$ cat src/rtl/hood_mode_controller_pkg.sv
// Shared mode codes, widths and small helpers for the exhaust-hood mode sequencer.
package hood_mode_controller_pkg;

  localparam int MODE_WIDTH   = 3;
  // 18 bits covers 216000 (60 h in seconds) without wrap.
  localparam int MAX_WIDTH    = 18;
  localparam int COUNTER_1SEC = 100_000_000;

  typedef enum logic [MODE_WIDTH-1:0] {
    OFF_MODE    = 3'd0,
    STAND_MODE  = 3'd1,
    LEVEL1_MODE = 3'd2,
    LEVEL2_MODE = 3'd3,
    LEVEL3_MODE = 3'd4,
    CLEAN_MODE  = 3'd5
  } mode_e;

  typedef struct packed {
    logic  valid;
    mode_e target;
  } mode_req_t;

  function automatic mode_req_t go(input mode_e target);
    return '{valid: 1'b1, target: target};
  endfunction

  function automatic logic is_timed(input mode_e m);
    return (m == STAND_MODE) || (m == LEVEL3_MODE) || (m == CLEAN_MODE);
  endfunction

endpackage

$ cat src/rtl/hood_mode_controller_sec_tick_gen.sv
// One-second tick generator: counts 0..CLK_PER_SEC-1, tick is high at terminal count.
module sec_tick_gen #(
  parameter int CLK_PER_SEC = 100_000_000
) (
  input  logic clk,
  input  logic rstn,
  input  logic clear,
  output logic tick
);

  localparam int            CW       = (CLK_PER_SEC > 1) ? $clog2(CLK_PER_SEC) : 1;
  localparam logic [CW-1:0] TERMINAL = CW'(CLK_PER_SEC - 1);

  logic [CW-1:0] cnt_q, cnt_d;

  assign tick = (cnt_q == TERMINAL);

  // NOTE: every variable assigned in always_comb gets a default first, so no latch is inferred.
  always_comb begin
    cnt_d = cnt_q + CW'(1);
    if (clear || tick) cnt_d = '0;
  end

  // NOTE: sequential state uses non-blocking assignments only; the reset is asynchronous, active-low.
  always_ff @(posedge clk or negedge rstn) begin
    if (!rstn) cnt_q <= '0;
    else       cnt_q <= cnt_d;
  end

endmodule

$ cat src/rtl/hood_mode_controller.sv
// Hood mode sequencer: turns key pulses into current_mode and enforces the
// STAND auto-off, LEVEL3 boost cap and self-clean durations.
module hood_mode_controller
  import hood_mode_controller_pkg::*;
#(
  parameter int CLK_PER_SEC  = COUNTER_1SEC,
  parameter int AUTO_OFF_SEC = 300,
  parameter int L3_SEC       = 60,
  parameter int CLEAN_SEC    = 180
) (
  input  logic                  clk,
  input  logic                  rstn,
  input  logic                  btn_power,
  input  logic                  btn_l1,
  input  logic                  btn_l2,
  input  logic                  btn_l3,
  input  logic                  btn_clean,
  output logic [MODE_WIDTH-1:0] current_mode,
  output logic                  first_toggle_signal,
  output logic [MAX_WIDTH-1:0]  counter_time,
  output logic [MAX_WIDTH-1:0]  remaining_sec,
  output logic                  l3_used
);

  localparam logic [MAX_WIDTH-1:0] AUTO_OFF_V = MAX_WIDTH'(AUTO_OFF_SEC);
  localparam logic [MAX_WIDTH-1:0] L3_V       = MAX_WIDTH'(L3_SEC);
  localparam logic [MAX_WIDTH-1:0] CLEAN_V    = MAX_WIDTH'(CLEAN_SEC);
  localparam logic [MAX_WIDTH-1:0] ONE_V      = MAX_WIDTH'(1);

  mode_e                mode_q;
  logic                 first_toggle_q;
  logic [MAX_WIDTH-1:0] counter_time_q;
  logic [MAX_WIDTH-1:0] remaining_q;
  logic                 l3_used_q;

  mode_req_t key_req;
  mode_req_t next_req;
  mode_e     timeout_target;
  logic      tick;
  logic      timeout;
  logic      l3_ok;

  assign l3_ok = btn_l3 && !l3_used_q;

  // Per-state key acceptance; the first accepted key in priority order wins.
  always_comb begin
    key_req = '{valid: 1'b0, target: mode_q};
    case (mode_q)
      OFF_MODE: begin
        if (btn_power) key_req = go(STAND_MODE);
      end
      STAND_MODE: begin
        if      (btn_power) key_req = go(OFF_MODE);
        else if (btn_clean) key_req = go(CLEAN_MODE);
        else if (l3_ok)     key_req = go(LEVEL3_MODE);
        else if (btn_l2)    key_req = go(LEVEL2_MODE);
        else if (btn_l1)    key_req = go(LEVEL1_MODE);
      end
      LEVEL1_MODE, LEVEL2_MODE, LEVEL3_MODE: begin
        if      (btn_power)                          key_req = go(STAND_MODE);
        else if (l3_ok)                              key_req = go(LEVEL3_MODE);
        else if (btn_l2 && mode_q != LEVEL2_MODE)    key_req = go(LEVEL2_MODE);
        else if (btn_l1 && mode_q != LEVEL1_MODE)    key_req = go(LEVEL1_MODE);
      end
      CLEAN_MODE: begin
        if (btn_power) key_req = go(OFF_MODE);
      end
      default: key_req = go(OFF_MODE);
    endcase
  end

  always_comb begin
    timeout_target = OFF_MODE;
    if (mode_q == LEVEL3_MODE) timeout_target = LEVEL2_MODE;
  end

  // The last second expires into the timeout transition instead of reaching 0.
  assign timeout  = tick && is_timed(mode_q) && (remaining_q == ONE_V);
  // A key on a tick cycle takes precedence over the tick.
  assign next_req = key_req.valid ? key_req
                  : (timeout ? go(timeout_target) : '{valid: 1'b0, target: mode_q});

  sec_tick_gen #(
    .CLK_PER_SEC(CLK_PER_SEC)
  ) u_sec_tick_gen (
    .clk  (clk),
    .rstn (rstn),
    .clear(next_req.valid),
    .tick (tick)
  );

  always_ff @(posedge clk or negedge rstn) begin
    if (!rstn) begin
      mode_q         <= OFF_MODE;
      first_toggle_q <= 1'b0;
      counter_time_q <= '0;
      remaining_q    <= '0;
      l3_used_q      <= 1'b0;
    end else begin
      first_toggle_q <= 1'b0;
      if (next_req.valid) begin
        mode_q <= next_req.target;
        case (next_req.target)
          OFF_MODE: begin
            remaining_q    <= '0;
            counter_time_q <= '0;
            l3_used_q      <= 1'b0;
          end
          STAND_MODE: begin
            remaining_q    <= AUTO_OFF_V;
            counter_time_q <= AUTO_OFF_V;
            first_toggle_q <= 1'b1;
          end
          LEVEL3_MODE: begin
            remaining_q <= L3_V;
            l3_used_q   <= 1'b1;
          end
          CLEAN_MODE: remaining_q <= CLEAN_V;
          default:    remaining_q <= '0;
        endcase
      end else if (tick && is_timed(mode_q)) begin
        remaining_q <= remaining_q - ONE_V;
      end
    end
  end

  assign current_mode        = mode_q;
  assign first_toggle_signal = first_toggle_q;
  assign counter_time        = counter_time_q;
  assign remaining_sec       = remaining_q;
  assign l3_used             = l3_used_q;

endmodule

$ cat config.mk
export PLATFORM = sky130hd
export DESIGN_NAME = hood_mode_controller
export DESIGN_NICKNAME = d
export VERILOG_FILES = /design/src/rtl/hood_mode_controller_pkg.sv /design/src/rtl/hood_mode_controller_sec_tick_gen.sv /design/src/rtl/hood_mode_controller.sv
export SDC_FILE = /design/constraint.sdc
export NUM_CORES = 1
export LEC_CHECK = 0
export ABC_AREA = 1
export ABC_CLOCK_PERIOD_IN_PS = 3300
export CAP_MARGIN = 0
export CELL_PAD_IN_SITES_DETAIL_PLACEMENT = 1
export CELL_PAD_IN_SITES_GLOBAL_PLACEMENT = 2
export CORE_ASPECT_RATIO = 0.6
export CORE_MARGIN = 2
export CORE_UTILIZATION = 34
export CTS_CLUSTER_DIAMETER = 60
export DETAILED_ROUTE_END_ITERATION = 6
export PLACE_DENSITY_LB_ADDON = 0.1
export SLEW_MARGIN = 20
export SYNTH_ARGS = -nofsm -noshare
export SYNTH_HDL_FRONTEND = slang
export SYNTH_SLANG_ARGS = --single-unit
$ cat constraint.sdc
create_clock -name clk -period 3.3 [get_ports clk]
set_input_delay 0.495 -clock clk [delete_from_list [all_inputs] [get_ports clk]]
set_output_delay 0.495 -clock clk [all_outputs]
set_load 0.005 [all_outputs]
==> results of run 1 <==
worst paths after layout:
kind	from	to	slack, ns	cells after the start
hold / removal	rstn	u_sec_tick_gen.cnt_q[8]	0.11	1
min in group clk	u_sec_tick_gen.cnt_q[0]	u_sec_tick_gen.cnt_q[0]	0.52	1
setup reg to reg	current_mode[2]	u_sec_tick_gen.cnt_q[22]	1.03	9
max in group asynchronous	rstn	u_sec_tick_gen.cnt_q[17]	2.38	2
setup / recovery	btn_power	u_sec_tick_gen.cnt_q[22]	0.95	9
hold reg to reg	u_sec_tick_gen.cnt_q[0]	u_sec_tick_gen.cnt_q[0]	0.52	1
state kept, by name, indices dropped and copies added, names as in the netlist:
register,cells
u_sec_tick_gen.cnt_q,27
counter_time,1
current_mode,3
first_toggle_signal,1
remaining_sec,18
l3_used,1
layout make-up:
cell class	count	area (um2)	share of cell area
inverters	57	219.0	0.05577
repair buffers	34	332.8	0.08477
flip-flops and latches	51	1276	0.3250
well taps	135	168.9	0.04302
multi-input cells	329	1773	0.4516
clock buffers	8	156.4	0.03983
metal layers:
layer	vias to the layer above	global-route usage	routed length, um
met4	0	0.03763	65
met5	-	0	0
li1	1462	-	-
met3	8	0.03620	317
met2	44	0.2668	3602
met1	1397	0.2881	5232
power groups by stage:
stage | logic (uW) | registers (uW) | clock network (uW)
4_1_cts | 1840 | 911 | 584
5_1_grt | 2090 | 929 | 611
3_3_place_gp | 1800 | 918 | 0
3_5_place_dp | 1830 | 921 | 0
2_1_floorplan | 1350 | 869 | 0
6_report | 1810 | 908 | 565
cells by family after synthesis:
kind of cell	Yosys count
simple gates	247
buf+inv	80
compound gates	52
flops	51
xor+xnor	13
fa+ha+maj	3
other cells	1
through the flow:
stage          power, uW  hold slack, ns    util  setup WS (ns)
3_3_place_gp        2720          0.4416  0.3857         0.7209
6_report            3285          0.1083  0.4017         0.9486
3_5_place_dp        2746          0.4453  0.3857         0.6026
2_1_floorplan       2215          0.1994       -          1.471
5_1_grt             3628          0.1309  0.4017         0.6518
4_1_cts             3335          0.1258  0.4017         0.9014
critical path, cell delays in order:
cell	delay, ns
clkdlybuf4s50_1	0.58
inv_1	0.13
nor2_1	0.24
nor2_4	0.09
nand3_2	0.15
nor2_4	0.07
inv_1	0.52
a21oi_1	0.09
o21a_1	0.15
placed cells by master, fill, tap and decap left out, drive strengths merged:
master         instances
nand3                 37
a21oi                 23
nor4                   1
ha                     3
or2                    3
o211ai                 1
xnor2                  6
buf                    2
nand2                101
dfrtp                 51
o31ai                  1
nor3                  16
nor2                  77
a31oi                  1
o21a                   2
clkbuf                 8
inv                   57
nand3b                 1
nand4                  9
nor3b                  2
xor2                   7
o21ai                 23
conb                  14
a211oi                 1
clkdlybuf4s50         32
==> summary.txt, run 1 <==
Run status
  – Status: finished, final reports clean

Synthesis
  – Synth Area in Simple Gates: 0.3780
  – Cell Area, Synth: 3386 um2
  – Count of unique library cells instantiated by Yosys: 38
  – Compound-gate portion of the synthesized area: 0.08537
  – XOR/XNOR Fraction of Synth Area: 0.03363
  – Post-synthesis mux area share: 0
  – Top area cells in the synthesized netlist: dfrtp_1 (38%), nand2_1 (9.4%), nor2_1 (7.2%)
  – FF+latch count, synth: 51
  – Most frequent cell after synthesis: nand2_1
  – Post-synthesis adder-cell area fraction: 0.01109
  – Number of flops mapped to enable cells by yosys: 0
  – Synth warnings: 0
  – Cell count after synthesis: 447
  – Top_reg_cell synth: dfrtp_1
  – Synth top area share: 0.3769
  – Yosys top cell by area: dfrtp_1
  – Synth top cells by count: nand2_1 (85), nor2_1 (65), dfrtp_1 (51), inv_1 (47), nand3_1 (26)
  – Main combinational cell family by area after synthesis: simple AND/OR/NAND/NOR gates
  – Fraction of registers with async set/reset: 1.000
  – Syn_area_per_cell: 7.574 um2
  – Seq/Total Area, Yosys: 0.3769

Setup path
  – Setup CP Type: input pin to register
  – Critical Path Source Type: input pin
  – Worst EP required: 3.48 ns
  – Crit end category: register
  – Arr. time, crit path: 2.53 ns
  – Worst-path fanout max: 21

Clocking
  – Maximum root-to-sink buffer count: 2
  – Post-CTS setup buffers: 0
  – PostCTS Resize Cnt: 0
  – Worst skew pair latency: 0.30 ns
  – CTS Root Buffer Type: clkbuf_16
  – TritonCTS clock tree: done
  – Cts bufs inserted: 5
  – Clk slew on worst S/H paths: 0.07 ns
  – Hold buffer count at cts: 0
  – H-tree depth: 2
  – CTS Sinks: 51

Route
  – Router iterations before antenna repair: 4
  – Drt wl/cell: 15.01 um
  – Routed Antenna Nets: 0
  – DRT Wirelength: 9.218 mm
  – Drc violations: 0
  – DR vias/cell: 4.741
  – DRT iter0 DRCs: 124
  – Vias after detailed routing: 2911

Placed design
  – Final HPWL DP: 7.184 mm
  – DP Cell Count: 606
  – DP Area: 3770 um2
  – RD Place Congestion: 0.8372
  – # port buffers: 33

Floorplan
  – Die height: 81.30 um
  – Die W: 132.8 um
  – Die area: 10800 um2
  – Core Rows: 28
  – Starting Density: 0.3464
  – IO Pins: 48
  – Core box area: 9774 um2

Timing
  – Crit path time final: 2.351 ns
  – Setup violations, final: 0
  – Tightest Pin Transition: 0.7161 ns
  – Max-slew violation count: 0
  – Slew headroom: 0.5221
  – Period utilization: 0.7125
  – Setup TNS: 0 ns
  – Hold Violations, Final: 0
  – RSZ-0062 raised after global routing: no
  – Max Clock Skew: 0.008509 ns
  – Fmax: 0.4253 GHz

GRT
  – Initial antenna violation count: 0
  – Largest net degree at the start of global routing: 37
  – Grt ovf: 0
  – First-pass GRT wire length: 15.78 mm
  – Total track usage: 0.1865
  – Vias in the first global route: 2959

Pwr
  – Net Sw Power: 1574 uW
  – Switching Fraction: 0.4791
  – PD cells: 836.7 nW/um2
  – Clock power share: 0.172
  – Leak: 0.001894 uW
  – Max IR drop VDD: 0.3065 mV
  – Reg power frac: 0.276
  – Int Pwr: 1711 uW
  – Logic gate share of total power: 0.552

Finish
  – ANT cells: 0
  – Post-route cell area: 3926 um2
  – Nets@finish: 488
  – Final Non-Filler Cells: 614
  – Fill cells: 1247
  – Area Growth Syn to Fin: 15.96%
  – Share of layout cells above drive strength 1: 0.1378

Hold path
  – HP Class: input pin to async pin

Flow run
  – Max-Cap Viols: 0
Power figures use the tool's default switching activity.
==> run 2, diff against run 1 <==
ABC_CLOCK_PERIOD_IN_PS = 1900   (was 3300)
CORE_UTILIZATION = 29   (was 34)
clock period = 1.9 ns   (was 3.3 ns; I/O delays follow)
==> run 2 against run 1 <==
The flow now finishes with violations (negative setup slack). Utilization grew 4.8 points. Die area is 17% higher. Total power up 130%. Critical endpoint is now l3_used. Via count up 15%. First-iteration DRC count is 6.5% higher.
==> summary.txt, run 2 (synthesis gave the netlist of run 1 again) <==
Placed design
  – Final HPWL DP: 8.407 mm (+17%)
  – RD Place Congestion: 0.8496 (+1.5%)
  – # port buffers: 33 (unchanged)
  – DP Area: 4492 um2 (+19%)
  – Dpl ws: -0.4006 ns (-1.003 ns)

Clocking
  – H-tree depth: 2 (unchanged)
  – Clk slew on worst S/H paths: 0.07 ns (about the same)
  – Worst skew pair latency: 0.30 ns (about the same)
  – Cts bufs inserted: 5 (unchanged)
  – Maximum root-to-sink buffer count: 2 (unchanged)
  – CTS Root Buffer Type: clkbuf_16
  – CTS Sinks: 51 (unchanged)
  – TritonCTS clock tree: done

Route
  – Drt wl/cell: 14.76 um (-1.7%)
  – DRT Wirelength: 11.01 mm (+19%)
  – Routed Antenna Nets: 0 (unchanged)
  – Router iterations before antenna repair: 4 (unchanged)
  – Vias after detailed routing: 3361 (+15%)
  – DR vias/cell: 4.505 (-5.0%)
  – DRT iter0 DRCs: 132 (+6.5%)
  – Drc violations: 0 (unchanged)

Timing
  – Crit path time final: 1.947 ns
  – Max-slew violation count: 0 (unchanged)
  – RSZ-0062 raised after global routing: yes
  – Worst setup margin: -0.04677 ns (-0.9954 ns)
  – Fmax: 0.5137 GHz
  – Setup violations, final: 7 (+7)
  – Max Clock Skew: 0.01322 ns (+0.004715 ns)
  – Period utilization: 1.025
  – Hold Violations, Final: 0 (unchanged)

Pwr
  – Reg power frac: 0.194 (-0.082)
  – Switching Fraction: 0.4462 (-0.03294)
  – Max IR drop VDD: 0.5026 mV (+64%)
  – Net Sw Power: 3421 uW (+120%)
  – Clock power share: 0.139 (-0.033)
  – Logic gate share of total power: 0.667 (+0.115)
  – Int Pwr: 4246 uW (+150%)
  – Leak: 0.002547 uW (+34%)
  – PD cells: 1504 nW/um2 (+80%)

GRT
  – M3 GR Usage: 0.03171 (-0.004493)
  – Initial antenna violation count: 0 (unchanged)
  – Met2 GRT Util: 0.2597 (-0.007099)
  – First-pass GRT wire length: 17.99 mm (+14%)
  – Grt ovf: 0 (unchanged)
  – Vias in the first global route: 3483 (+18%)
  – M1 GR Usage: 0.2928 (+0.004767)
  – GRT Max-Usage Layer: met1
  – Largest net degree at the start of global routing: 52 (+41%)
  – Total track usage: 0.1845 (-0.002050)

Setup path
  – R2R Setup Slk: -0.05 ns (-1.08 ns)
  – Worst-path fanout max: 8 (-62%)
  – Critical-path cell list: buf_4 > nor2_4 > nand2_1 > nand3_4 > nor2_2 > nand2_2 > nand3_4 > nor2_8 > nand2_2 > nor2_2 > a21oi_1
  – Reg-to-Reg Start: current_mode[2]
  – Worst EP required: 2.08 ns (-1.40 ns)
  – Crit end category: register
  – Critical Path Source Type: register
  – Worst path max stage delay: 0.50 ns (-0.08 ns)
  – Setup CP Type: register to register
  – Arr. time, crit path: 2.13 ns (-0.40 ns)
  – Register-to-Register Path Depth: 11 (+2)
  – R2R Path End: l3_used
  – Slowest cell on crit path: dfrtp_2

Flow run
  – Max-Cap Viols: 0 (unchanged)

Finish
  – Nets@finish: 595 (+22%)
  – Fill cells: 1403 (+13%)
  – Share of layout cells above drive strength 1: 0.3840 (+0.2462)
  – Largest Register: u_sec_tick_gen.cnt_q
  – Post-route cell area: 5097 um2 (+30%)
  – Commonest non-fill, non-tap cell in the layout: buf_4
  – ANT cells: 0 (unchanged)
  – Area Growth Syn to Fin: 50.55%
  – Most frequent cells in the layout: buf_4 (103), nand2_1 (75), nor2_1 (54)
  – Layout Utilization: 0.4497 (+0.04798)
  – Largest register FFs: 27 (unchanged)

Run status
  – Status: finished, violations left
  – Failing checks: negative setup slack

Floorplan
  – Core Rows: 30 (+7.1%)
  – IO Pins: 48 (unchanged)
  – Die area: 12580 um2 (+17%)
  – Core box area: 11340 um2 (+16%)
  – Die height: 87.70 um (+7.9%)
  – Die W: 143.5 um (+8.0%)
  – Starting Density: 0.2987 (-0.04771)

Hold path
  – HP Class: input pin to async pin
-- run 2: cell types whose count changed in the layout (fill, tap and decap cells not counted), moves of 5 or more --
cell     change
nor2_1      -11
inv_1        -7
nand2_1     -10
inv_2        +5
nand3_4      +6
buf_4      +102
nor2_2       +8
nand3_1      -8
nand2_2      +6
-- run 2: worst max-delay path by stage --
stage                                  from          endpoint  slack, ns  depth (start not counted)
finish                      current_mode[2]           l3_used      -0.05                         11
global route        u_sec_tick_gen.cnt_q[0]  remaining_sec[2]      -0.22                         16
CTS                       remaining_sec[12]  remaining_sec[2]      -0.04                         13
detailed placement                btn_power  remaining_sec[2]      -0.40                         13
global placement                     btn_l2  remaining_sec[3]      -0.25                         11
floorplan           u_sec_tick_gen.cnt_q[0]  remaining_sec[2]       0.07                         16
-- run 2: what timing repair did --
item                       in CTS  in global routing
pin swaps                      11                 19
resized for setup              37                 42
setup endpoints to repair      32                 37
hold endpoints to repair       44                  0
hold buffers                    1                  0
cloned                          0                  0
buffers inserted                7                 13
-- run 2: area by class of cell --
cell class | count | area (um2) | share of cell area
Inverter | 57 | 226.5 | 0.04443
Sequential cell | 51 | 1280 | 0.2511
Clock inverter | 3 | 43.79 | 0.008591
Clock buffer | 5 | 125.1 | 0.02455
Timing Repair Buffer | 141 | 1182 | 0.2320
Tap cell | 160 | 200.2 | 0.03927
Multi-Input combinational cell | 329 | 2039 | 0.4001
-- run 2: layer usage --
layer	routed length [um]	up-vias	part of all wire
met5	0	-	0
met4	73	0	0.0066
met3	353	7	0.032
met2	4406	52	0.40
met1	6175	1627	0.56
li1	-	1675	-
-- run 2: critical path, delay by kind of cell, from the launching register on --
family	cells	cell delay, ns
flip-flops	1	0.50
AND/OR/NAND/NOR	9	1.10
AO/OA/AOI/OAI	1	0.04
buffers and inverters	1	0.18
-- run 2: metrics by stage --
stage	instances	setup TNS, ns	total power [uW]	hold slack (ns)
CTS	734	-0.1725	7252	0.5205
global route	746	-2.798	8276	0.5407
floorplan	460	0	3847	-0.01059
detailed placement	718	-12.50	5882	0.3092
global placement	718	-6.271	5780	0.3124
finish	746	-0.1512	7668	0.5113
-- run 2: power groups by stage --
stage                     Sequential (uW)  Combinational (uW)  Clock, uW
final                                1490                5120       1060
after global routing                 1520                5590       1160
after CTS                            1490                4660       1110
after detailed placement             1500                4380          0
after global placement               1490                4290          0
after floorplan                      1510                2340          0
==> run 3, diff against run 2 <==
CORE_MARGIN = 1.5   (was 2)
GPL_ROUTABILITY_DRIVEN = 0   (was default)
==> run 3 against run 2 <==
The run still ends with negative setup slack left. Via count increased by 0.89%. First-iteration DRC count decreased by 20%. Routed wire length about the same. Cell count decreased by 0.13%. Worst hold slack got worse by 0.0079 ns. Register-to-register slack about the same. Die area decreased by 1.8%.
==> summary.txt, run 3 (synthesis gave the netlist of run 1 again) <==
Pwr
  – Switching Fraction: 0.4587 (+0.01255)
  – Clock power share: 0.127 (-0.012)
  – Max IR drop VDD: 0.5383 mV (+7.1%)
  – Reg power frac: 0.202 (+0.008)
  – Int Pwr: 4035 uW (-5.0%)
  – Net Sw Power: 3419 uW (about the same)
  – PD cells: 1465 nW/um2 (-2.6%)
  – Leak: 0.002541 uW (-0.23%)
  – Logic gate share of total power: 0.671 (+0.004)

Setup path
  – Arr. time, crit path: 2.13 ns (about the same)
  – Critical-path cell list: inv_4 > nand2_2 > nor2_4 > nand2_1 > nand3_4 > nor2_1 > nand2_4 > nand3_4 > nor2_8 > nand2_2 > nor2_2 > a21oi_1
  – Worst-path fanout max: 6 (-2)
  – Slowest cell on crit path: dfrtp_2
  – Critical Path Source Type: register
  – Worst path max stage delay: 0.49 ns (about the same)
  – Setup CP Type: register to register
  – Worst EP required: 2.09 ns (about the same)
  – Register-to-Register Path Depth: 12 (+1)
  – Crit end category: register

Floorplan
  – Core Rows: 30 (unchanged)
  – IO Pins: 48 (unchanged)
  – Core box area: 11340 um2 (unchanged)
  – Die area: 12350 um2 (-1.8%)
  – Die W: 142.5 um (-0.70%)
  – Die height: 86.70 um (-1.1%)
  – Starting Density: 0.2987 (unchanged)

Finish
  – Commonest non-fill, non-tap cell in the layout: buf_4
  – Most frequent cells in the layout: buf_4 (99), nand2_1 (73), nor2_1 (54)
  – Largest register FFs: 27 (unchanged)
  – Post-route cell area: 5089 um2 (-0.17%)
  – Final Non-Filler Cells: 745 (-0.13%)
  – Largest Register: u_sec_tick_gen.cnt_q
  – Share of layout cells above drive strength 1: 0.3863 (+0.002366)
  – Nets@finish: 594 (-0.17%)
  – Register area: 1280 um2 (unchanged)
  – Fill cells: 1417 (+1.0%)
  – ANT cells: 0 (unchanged)
  – Area Growth Syn to Fin: 50.30%
  – Area occupied by multi-input gates: 2057 um2 (+0.86%)

Route
  – Router iterations before antenna repair: 4 (unchanged)
  – DRT Wirelength: 11.01 mm (about the same)
  – DR vias/cell: 4.552 (+1.0%)
  – DRT iter0 DRCs: 105 (-20%)
  – Drt wl/cell: 14.78 um (+0.15%)
  – Drc violations: 0 (unchanged)
  – Routed Antenna Nets: 0 (unchanged)
  – Vias after detailed routing: 3391 (+0.89%)

Flow run
  – Max-Cap Viols: 0 (unchanged)

Timing
  – Period utilization: 1.018 (-0.006157)
  – Setup violations, final: 6 (-1)
  – Crit path time final: 1.935 ns (-0.01170 ns)
  – Max Clock Skew: 0.01048 ns (-0.002748 ns)
  – Max-slew violation count: 0 (unchanged)
  – Min Hold Slack: 0.5034 ns (-0.007889 ns)
  – Fmax: 0.5168 GHz (+0.60%)
  – Hold Violations, Final: 0 (unchanged)
  – Worst setup margin: -0.03507 ns (+0.01170 ns)
  – RSZ-0062 raised after global routing: yes

Hold path
  – HP Class: input pin to async pin

Placed design
  – DP Area: 4472 um2 (-0.45%)
  – DP Cell Count: 717 (-0.14%)
  – # port buffers: 33 (unchanged)
  – Final HPWL DP: 8.322 mm (-1.0%)
  – Dpl ws: -0.3484 ns (+0.05216 ns)

Clocking
  – Cts bufs inserted: 5 (unchanged)
  – CTS Root Buffer Type: clkbuf_16
  – Maximum root-to-sink buffer count: 2 (unchanged)
  – Clk slew on worst S/H paths: 0.08 ns (about the same)
  – CTS Sinks: 51 (unchanged)
  – TritonCTS clock tree: done
  – H-tree depth: 2 (unchanged)
  – Worst skew pair latency: 0.30 ns (about the same)

GRT
  – Largest net degree at the start of global routing: 52 (unchanged)
  – Initial antenna violation count: 0 (unchanged)
  – Grt ovf: 0 (unchanged)
  – Total track usage: 0.1848 (+0.0003396)
  – First-pass GRT wire length: 17.58 mm (-2.3%)
  – Vias in the first global route: 3309 (-5.0%)

Run status
  – Status: finished, violations left
  – Failing checks: negative setup slack
## run 3: changes by cell type in the layout (fill, tap and decap cells not counted), sizes merged
cell and change:
buf -1, bufinv -1, inv +1
## run 3: metal layers
metal / track usage / vias up / routed length (um)
met4: 0.03843 / 0 / 89
met5: 0 / - / 0
met2: 0.2555 / 51 / 4488
met3: 0.03260 / 9 / 380
met1: 0.2935 / 1648 / 6052
li1: - / 1683 / -
## run 3: repair_timing
action | CTS | global route
pin swaps | 17 | 14
setup buffers | 11 | 9
endpoints found under the hold margin | 51 | 0
hold buffers | 1 | 0
setup endpoints to repair | 35 | 39
gates resized for setup | 40 | 51
## run 3: path summary, 6_finish.rpt
| path | to | startpoint | slack, ns |
|---|---|---|---|
| max | l3_used | current_mode[1] | -0.04 |
| min | u_sec_tick_gen.cnt_q[26] | rstn | 0.50 |
| max reg2reg | l3_used | current_mode[1] | -0.04 |
| min reg2reg | u_sec_tick_gen.cnt_q[22] | u_sec_tick_gen.cnt_q[22] | 0.55 |
| max in group asynchronous | current_mode[2] | rstn | 1.12 |
| min in group clk | u_sec_tick_gen.cnt_q[22] | u_sec_tick_gen.cnt_q[22] | 0.55 |
## run 3: area by class of cell
| cell class | count | area share |
|---|---|---|
| multi-input cells | 329 | 0.4042 |
| flip-flops and latches | 51 | 0.2515 |
| repair buffers | 140 | 0.2321 |
| inverters | 57 | 0.04450 |
| well taps | 160 | 0.03934 |
| clock buffers | 5 | 0.02459 |
| clock inverters | 3 | 0.003688 |
## run 3: metrics by stage
stage | util | TNS, ns | power (uW)
3_3_place_gp | 0.3945 | -7.054 | 5644
2_1_floorplan | - | 0 | 3847
3_5_place_dp | 0.3945 | -11.07 | 5724
6_report | 0.4489 | -0.1366 | 7454
4_1_cts | 0.4284 | -0.3100 | 7076
5_1_grt | 0.4489 | -3.049 | 8039
## run 3: power by group through the flow
| stage | combinational [uW] | clock, uW | sequential [uW] |
|---|---|---|---|
| 2_1_floorplan | 2340 | 0 | 1510 |
| 3_3_place_gp | 4150 | 0 | 1490 |
| 3_5_place_dp | 4220 | 0 | 1500 |
| 4_1_cts | 4620 | 974 | 1490 |
| 5_1_grt | 5490 | 1020 | 1530 |
| 6_report | 5000 | 948 | 1510 |
## run 3: critical path: cells and delay by family (launching register included)
family / cells / cell delay, ns
and+or+nand+nor: 10 / 1.17
AOI/OAI and AO/OA: 1 / 0.04
buffers and inverters: 1 / 0.13
DFF: 1 / 0.49
